--- src/rtl/ofs_fim_pcie_ss_sb2ib_gen.sv ---
// Side-band to in-band TLP header converter for the PCIe SS TX path.
// Inserts the side-band header at bit 0 of the SOP beat and shifts the
// payload up by HDR_W bits. A packet may instead bypass the conversion
// when its header is already in-band.
// Optional macro OFS_FIM_SB2IB_GEN_ERR_CHK_EN enables a sticky protocol
// checker on err; when it is undefined, err is tied to 0.
module ofs_fim_pcie_ss_sb2ib_gen #(
    parameter int unsigned TDATA_W = 512,
    parameter int unsigned HDR_W   = 256,
    parameter int unsigned USER_W  = 10
) (
    input  logic                   clk,
    input  logic                   rst,
    input  logic                   s_tvalid,
    output logic                   s_tready,
    input  logic [TDATA_W-1:0]     s_tdata,
    input  logic [TDATA_W/8-1:0]   s_tkeep,
    input  logic                   s_tlast,
    input  logic [USER_W-1:0]      s_tuser,
    input  logic [HDR_W-1:0]       s_hdr,
    input  logic                   s_hdr_nodata,
    input  logic                   s_bypass,
    output logic                   m_tvalid,
    input  logic                   m_tready,
    output logic [TDATA_W-1:0]     m_tdata,
    output logic [TDATA_W/8-1:0]   m_tkeep,
    output logic                   m_tlast,
    output logic [USER_W-1:0]      m_tuser,
    output logic                   err
);

    localparam int unsigned KEEP_W  = TDATA_W / 8;
    localparam int unsigned D       = TDATA_W - HDR_W;
    localparam int unsigned K       = D / 8;
    localparam int unsigned HKEEP_W = HDR_W / 8;

    typedef enum logic [1:0] {
        ST_SOP   = 2'd0,
        ST_MID   = 2'd1,
        ST_FLUSH = 2'd2,
        ST_BYP   = 2'd3
    } state_t;

    state_t               state;
    state_t               state_d;
    logic                 load_en;
    logic                 accept;
    logic                 has_carry;
    logic [HDR_W-1:0]     carry_data;
    logic [HDR_W-1:0]     carry_data_d;
    logic [HKEEP_W-1:0]   carry_keep;
    logic [HKEEP_W-1:0]   carry_keep_d;
    logic                 m_tvalid_d;
    logic [TDATA_W-1:0]   m_tdata_d;
    logic [KEEP_W-1:0]    m_tkeep_d;
    logic                 m_tlast_d;
    logic [USER_W-1:0]    m_tuser_d;

    // Output stage accepts a new beat when empty or draining this cycle
    assign load_en   = !m_tvalid || m_tready;
    assign s_tready  = load_en && (state != ST_FLUSH);
    assign accept    = s_tvalid && s_tready;
    assign has_carry = s_tkeep[K];

    // Next-state, next-output and carry computation
    always_comb begin
        state_d      = state;
        m_tvalid_d   = m_tvalid;
        m_tdata_d    = m_tdata;
        m_tkeep_d    = m_tkeep;
        m_tlast_d    = m_tlast;
        m_tuser_d    = m_tuser;
        carry_data_d = carry_data;
        carry_keep_d = carry_keep;
        if (load_en) begin
            m_tvalid_d = 1'b0;
        end
        case (state)
            ST_SOP: begin
                if (accept) begin
                    m_tvalid_d = 1'b1;
                    m_tuser_d  = s_tuser;
                    if (s_bypass) begin
                        m_tdata_d = s_tdata;
                        m_tkeep_d = s_tkeep;
                        m_tlast_d = s_tlast;
                        if (!s_tlast) begin
                            state_d = ST_BYP;
                        end
                    end else if (s_hdr_nodata) begin
                        m_tdata_d = {{D{1'b0}}, s_hdr};
                        m_tkeep_d = {{K{1'b0}}, {HKEEP_W{1'b1}}};
                        m_tlast_d = 1'b1;
                    end else begin
                        m_tdata_d    = {s_tdata[D-1:0], s_hdr};
                        m_tkeep_d    = {s_tkeep[K-1:0], {HKEEP_W{1'b1}}};
                        carry_data_d = s_tdata[TDATA_W-1:D];
                        carry_keep_d = s_tkeep[KEEP_W-1:K];
                        if (!s_tlast) begin
                            m_tlast_d = 1'b0;
                            state_d   = ST_MID;
                        end else if (has_carry) begin
                            m_tlast_d = 1'b0;
                            state_d   = ST_FLUSH;
                        end else begin
                            m_tlast_d = 1'b1;
                        end
                    end
                end
            end
            ST_MID: begin
                if (accept) begin
                    m_tvalid_d   = 1'b1;
                    m_tdata_d    = {s_tdata[D-1:0], carry_data};
                    m_tkeep_d    = {s_tkeep[K-1:0], carry_keep};
                    m_tuser_d    = '0;
                    carry_data_d = s_tdata[TDATA_W-1:D];
                    carry_keep_d = s_tkeep[KEEP_W-1:K];
                    if (s_tlast && has_carry) begin
                        m_tlast_d = 1'b0;
                        state_d   = ST_FLUSH;
                    end else if (s_tlast) begin
                        m_tlast_d = 1'b1;
                        state_d   = ST_SOP;
                    end else begin
                        m_tlast_d = 1'b0;
                    end
                end
            end
            ST_FLUSH: begin
                if (load_en) begin
                    m_tvalid_d = 1'b1;
                    m_tdata_d  = {{D{1'b0}}, carry_data};
                    m_tkeep_d  = {{K{1'b0}}, carry_keep};
                    m_tlast_d  = 1'b1;
                    m_tuser_d  = '0;
                    state_d    = ST_SOP;
                end
            end
            ST_BYP: begin
                if (accept) begin
                    m_tvalid_d = 1'b1;
                    m_tdata_d  = s_tdata;
                    m_tkeep_d  = s_tkeep;
                    m_tlast_d  = s_tlast;
                    m_tuser_d  = s_tuser;
                    if (s_tlast) begin
                        state_d = ST_SOP;
                    end
                end
            end
            default: begin
                state_d = ST_SOP;
            end
        endcase
    end

    // State, carry and output registers
    always_ff @(posedge clk or posedge rst) begin
        if (rst) begin
            state      <= ST_SOP;
            carry_data <= '0;
            carry_keep <= '0;
            m_tvalid   <= 1'b0;
            m_tdata    <= '0;
            m_tkeep    <= '0;
            m_tlast    <= 1'b0;
            m_tuser    <= '0;
        end else begin
            state      <= state_d;
            carry_data <= carry_data_d;
            carry_keep <= carry_keep_d;
            m_tvalid   <= m_tvalid_d;
            m_tdata    <= m_tdata_d;
            m_tkeep    <= m_tkeep_d;
            m_tlast    <= m_tlast_d;
            m_tuser    <= m_tuser_d;
        end
    end

`ifdef OFS_FIM_SB2IB_GEN_ERR_CHK_EN
    logic              err_set;
    logic [KEEP_W-1:0] keep_inc;

    // Flag non-contiguous keep, multi-beat header-only SOP, empty non-SOP beat
    always_comb begin
        keep_inc = s_tkeep + KEEP_W'(1);
        err_set  = 1'b0;
        if (accept) begin
            if ((s_tkeep & keep_inc) != '0) begin
                err_set = 1'b1;
            end
            if ((state == ST_SOP) && s_hdr_nodata && !s_tlast) begin
                err_set = 1'b1;
            end
            if (((state == ST_MID) || (state == ST_BYP)) && (s_tkeep == '0)) begin
                err_set = 1'b1;
            end
        end
    end

    // Sticky error flag, cleared only by reset
    always_ff @(posedge clk or posedge rst) begin
        if (rst) begin
            err <= 1'b0;
        end else if (err_set) begin
            err <= 1'b1;
        end
    end
`else
    assign err = 1'b0;
`endif

endmodule

--- config.mk ---
export PLATFORM = sky130hd
export DESIGN_NAME = ofs_fim_pcie_ss_sb2ib_gen
export DESIGN_NICKNAME = d
export VERILOG_FILES = /design/src/rtl/ofs_fim_pcie_ss_sb2ib_gen.sv
export SDC_FILE = /design/constraint.sdc
export NUM_CORES = 2
export LEC_CHECK = 0
export ABC_AREA = 1
export CAP_MARGIN = 20
export CELL_PAD_IN_SITES_DETAIL_PLACEMENT = 0
export CELL_PAD_IN_SITES_GLOBAL_PLACEMENT = 1
export CORE_AREA = 2 2 555 557
export DETAILED_ROUTE_END_ITERATION = 8
export DIE_AREA = 0 0 557 559
export PLACE_DENSITY = 0.53
export SYNTH_ARGS = -nofsm -noshare
export SYNTH_HDL_FRONTEND = slang
export SYNTH_SLANG_ARGS = --single-unit
export TNS_END_PERCENT = 50
--- constraint.sdc ---
create_clock -name clk -period 31 [get_ports clk]
set_clock_uncertainty 0.2 [all_clocks]
set_input_delay 6.2 -clock clk [delete_from_list [all_inputs] [get_ports clk]]
set_output_delay 6.2 -clock clk [all_outputs]
set_load 0.02 [all_outputs]
; Word-level counts from Yosys, hierarchy flattened
; Cells that the tools add are included.
[op_classes]
n_mux = 55
n_eq_ne = 14
n_reduce_logical = 13
[op_table]
columns = cell, count
row1 = 512-bit two-way mux, 6
row2 = 512-bit case mux with 4 select lines, 1
row3 = 256-bit two-way mux, 4
row4 = 256-bit case mux with 2 select lines, 1
row5 = 64-bit two-way mux, 6
row6 = 64-bit case mux with 4 select lines, 1
row7 = 32-bit two-way mux, 4
row8 = 32-bit case mux with 2 select lines, 1
row9 = 10-bit two-way mux, 3
row10 = 10-bit case mux with 3 select lines, 1
row11 = 2-bit two-way mux, 11
row12 = 2-bit != test (second input constant), 7
row13 = 1-bit two-way mux, 13
row14 = 2-bit case mux with 4 select lines, 1
row15 = 7-bit AND reduction, 1
row16 = 3-bit != test (second input constant), 2
row17 = 5-bit AND reduction, 1
row18 = 2-bit equality test (second input constant), 2
row19 = 4-bit != test (second input constant), 1
row20 = 1-bit case mux with 4 select lines, 1
row21 = 4-bit AND reduction, 1
row22 = 1-bit logical AND, 3
row23 = 3-bit AND reduction, 1
row24 = 3-bit OR reduction, 1
row25 = 8 further kinds, 8
[word_totals]
output_inout_bits = 590
reg_bits = 878
in_bits = 849
word_cells = 90

; Depth between registers and ports, before layout
[depth]
word_depth = 6
depth_mapped = 12
depth_no_buf = 10

; Least setup slack after synthesis
; Ideal clock, no wire load.
[synth_path]
kind = input to output
startpoint = in m_tready
endpoint = out s_tready
t_required_ps = 24600
arrival_ps = 6517
n_path_buf = 0
slack_ps = 18083
path_stages = 4
path_cell_list = inv_1 nand2_1 nand2_1 inv_1
[synth_between]
elab_chain_len = 2
[synth_rtl]
columns = element, line
row1 = from (decl), 24  ; input logic m_tready,
row2 = 1-bit logical OR, 60  ; assign load_en = !m_tvalid || m_tready;
row3 = 1-bit logical AND, 61  ; assign s_tready = load_en && (state != ST_FLUSH);
row4 = to (decl), 15  ; output logic s_tready,
; Every way passes these cells.

; Worst setup path in the final report
; Same ends and word-level chain as after synthesis.

==> flow_summary.toml <==
[run_status]
status = "complete, no violations"

[detailed_routing]
avgRoutedWirePerCell_um = 25.0
vias = 48600
ant_nets = 0
wirelength_um = 294000
drt-initial-drc-count = 4199
first_pass_iters = 6
vias_per_cell = 4.14
drcViolationCount = 0

[logic_synthesis]
yosysSeqAreaShare_pct = 49.0
synth-async-reset-ratio_pct = 100
ys_ff_latch = 878
synth-edff-count = 0
synth_cell_type_count = 24
synth_area_leaders = "dfrtp_1 (49%), nand2_1 (20%), nand3_1 (8.7%)"
netlist_area_um2 = 44900
avgSynthCellArea_um2 = 7.14
syn-num-nets = 7140
synth_most_common_cell = "nand2_1"
ys.flop_type = "dfrtp_1"
synthTopCellsByCount = "nand2_1 (2,399), dfrtp_1 (878), nand3_1 (776)"
synthCells = 6286
synth_top_cell_area_share_pct = 49.0
yosys_warnings = 0
yosys.area.top_type = "dfrtp_1"

[global_routing]
grt_overflow = 0
grt_pass1_vias = 47200
grt_pass1_wl_um = 403000
track_usage_pct = 18.2
grt_max_degree = 179
antenna_found_initial = 205

[critical_path]
required_ps = 24600
critPathMaxFanout = 3
critical_path.top_delay_family = "buffers and inverters"
arrival_ps = 7820
rr_worst_depth = 9
crit_start = "m_tready"
r2r-start = "state[1]"
crit_buf_inv = 4
slowest_stage = "clkdlybuf4s50_1"
reg2reg_slack_ps = 25570
cp.depth = 6
worstSetupPathType = "in2out"
worstReg2RegEnd = "carry_data[117]"
critPathCapture = "s_tready"
critical-path-max-stage-delay_ps = 630
critPathLaunchType = "primary input"
crit_chain = "clkdlybuf4s50_1 > inv_1 > nand2_1 > nand2_1 > inv_1 > clkdlybuf4s50_1"
setup.worst_path.end_class = "output pin"

[die]
core_um2 = 305000
die_x_um = 557
io_pins = 1439
rows = 203
start_util_pct = 14.7
die_h_um = 559
dieArea_um2 = 311000

[sta]
rsz0062_at_grt = "no"
finalHoldViolCount = 0
period_minus_slack_ps = 14220
maxSlewHeadroom_pct = 16.8
worstMarginPinSlew_ps = 1250
drv_slew = 0
layout_worst_path_cycle_share_pct = 45.9
fmax_mhz = 70.3
setup_violations = 0
setup_tns_ps = 0

[clock_network]
htree_levels = 3
cts_tree = "built"
numCtsBuffers = 124
root_buffer = "clkbuf_16"
clk_pin_slew_ps = 50
cts_setup_buffers = 0
ctsHoldBuffers = 0
ctsResizeCount = 0
clock_path_buffers = 4
clk_latency_ps = 860
cts_sinks = 878

[final_layout]
nNetsFinal = 8335
multi_input_area_um2 = 18800
drive_above_1_share_pct = 3.74
syn_to_final_growth_pct = 49.9
num-fill-cells = 34100
fin_area_um2 = 67300
seqCellArea_um2 = 22000

[placed_design]
hpwl_um = 215000
port_buffers = 1437
gp_congestion = 0.888
place_area_um2 = 63000

[power_and_ir_drop]
vdd_drop_max_uv = 91.5
leakage_nw = 31.8
power_density_nw_per_um2 = 106

[run]
maxCapViolations = 0

[worst_hold_path]
min_path_type = "reg2reg"
## worst min-delay path by stage
stage	to	depth (start not counted)	from
after floorplan	carry_keep[0]	2	carry_keep[0]
after detailed placement	m_tdata[236]	2	m_tdata[236]
after CTS	m_tdata[236]	2	m_tdata[236]
after global routing	m_tdata[309]	2	m_tdata[309]
after global placement	m_tdata[466]	2	m_tdata[466]
final	m_tdata[343]	2	m_tdata[343]
## sequential cells by signal, summed over array words and instances, names as in the netlist
| register | count |
|---|---|
| m_tdata | 512 |
| carry_data | 256 |
| m_tkeep | 64 |
| carry_keep | 32 |
| m_tuser | 10 |
| state | 2 |
| m_tlast | 1 |
| m_tvalid | 1 |
## final cells by class
class,instances,share of cell area [%]
Clock inverter,36,0.606
Inverter,563,3.18
Clock buffer,183,5.43
Sequential cell,878,32.7
Antenna cell,71,0.264
Tap cell,4100,7.62
Multi-Input combinational cell,4401,27.9
Timing Repair Buffer,1513,22.3
## cells by family (layout without fill, tap and decap cells)
logic type      Yosys count  after routing  synth area share (%)
other cells               1             72               0.00836
buf+inv                1007           2295                  9.29
flops                   878            878                  49.0
fa+ha+maj                 5              5                 0.139
compound gates          921            921                  10.3
simple gates           3474           3474                  31.3
## tightest hold or removal path: stages (launching register included)
cell and delay (ps):
dfrtp_1 340, nand2_1 50, nand2_1 40
## cells in the final DEF (no fill, tap or decap), drive strengths merged
cell	netlist	layout
inv	563	565
bufinv	0	7
nand4	2	2
nor2	295	295
dfrtp	878	878
clkbuf	168	183
diode	0	71
nand3	776	776
clkdlybuf4s50	0	1437
clkinv	0	20
buf	276	76
a21oi	314	314
nand2	2400	2400
ha	5	5
o21ai	607	607
or2	1	1
conb	1	1
clkinvlp	0	7
## report_power, final
group,total (mW),internal [mW],switching (mW),leakage (nW)
Clock,1.47,0.867,0.608,1.99
Combinational,3.76,1.17,2.59,18.6
Sequential,1.92,1.64,0.279,11.2
Total,7.15,3.68,3.48,31.8
## per-stage QoR
step	setup slack (ps)	cells	power (mW)	hold WS [ps]	util, %
floorplan	12530	6286	3.98	253	-
global placement	16700	11500	5.73	254	20.7
detailed placement	16780	11500	5.74	257	20.7
CTS	16770	11700	7.27	272	22.0
global route	16750	11700	7.65	287	22.0
finish	16780	11700	7.15	266	22.1
## routing by layer
metal	vias to the layer above	global-route usage, %	routed length (um)
li1	22300	-	-
met1	23600	22.2	120000
met2	2057	27.9	127000
met3	528	7.86	32300
met4	142	7.42	12800
met5	-	0	918
Power figures use the tool's default switching activity.
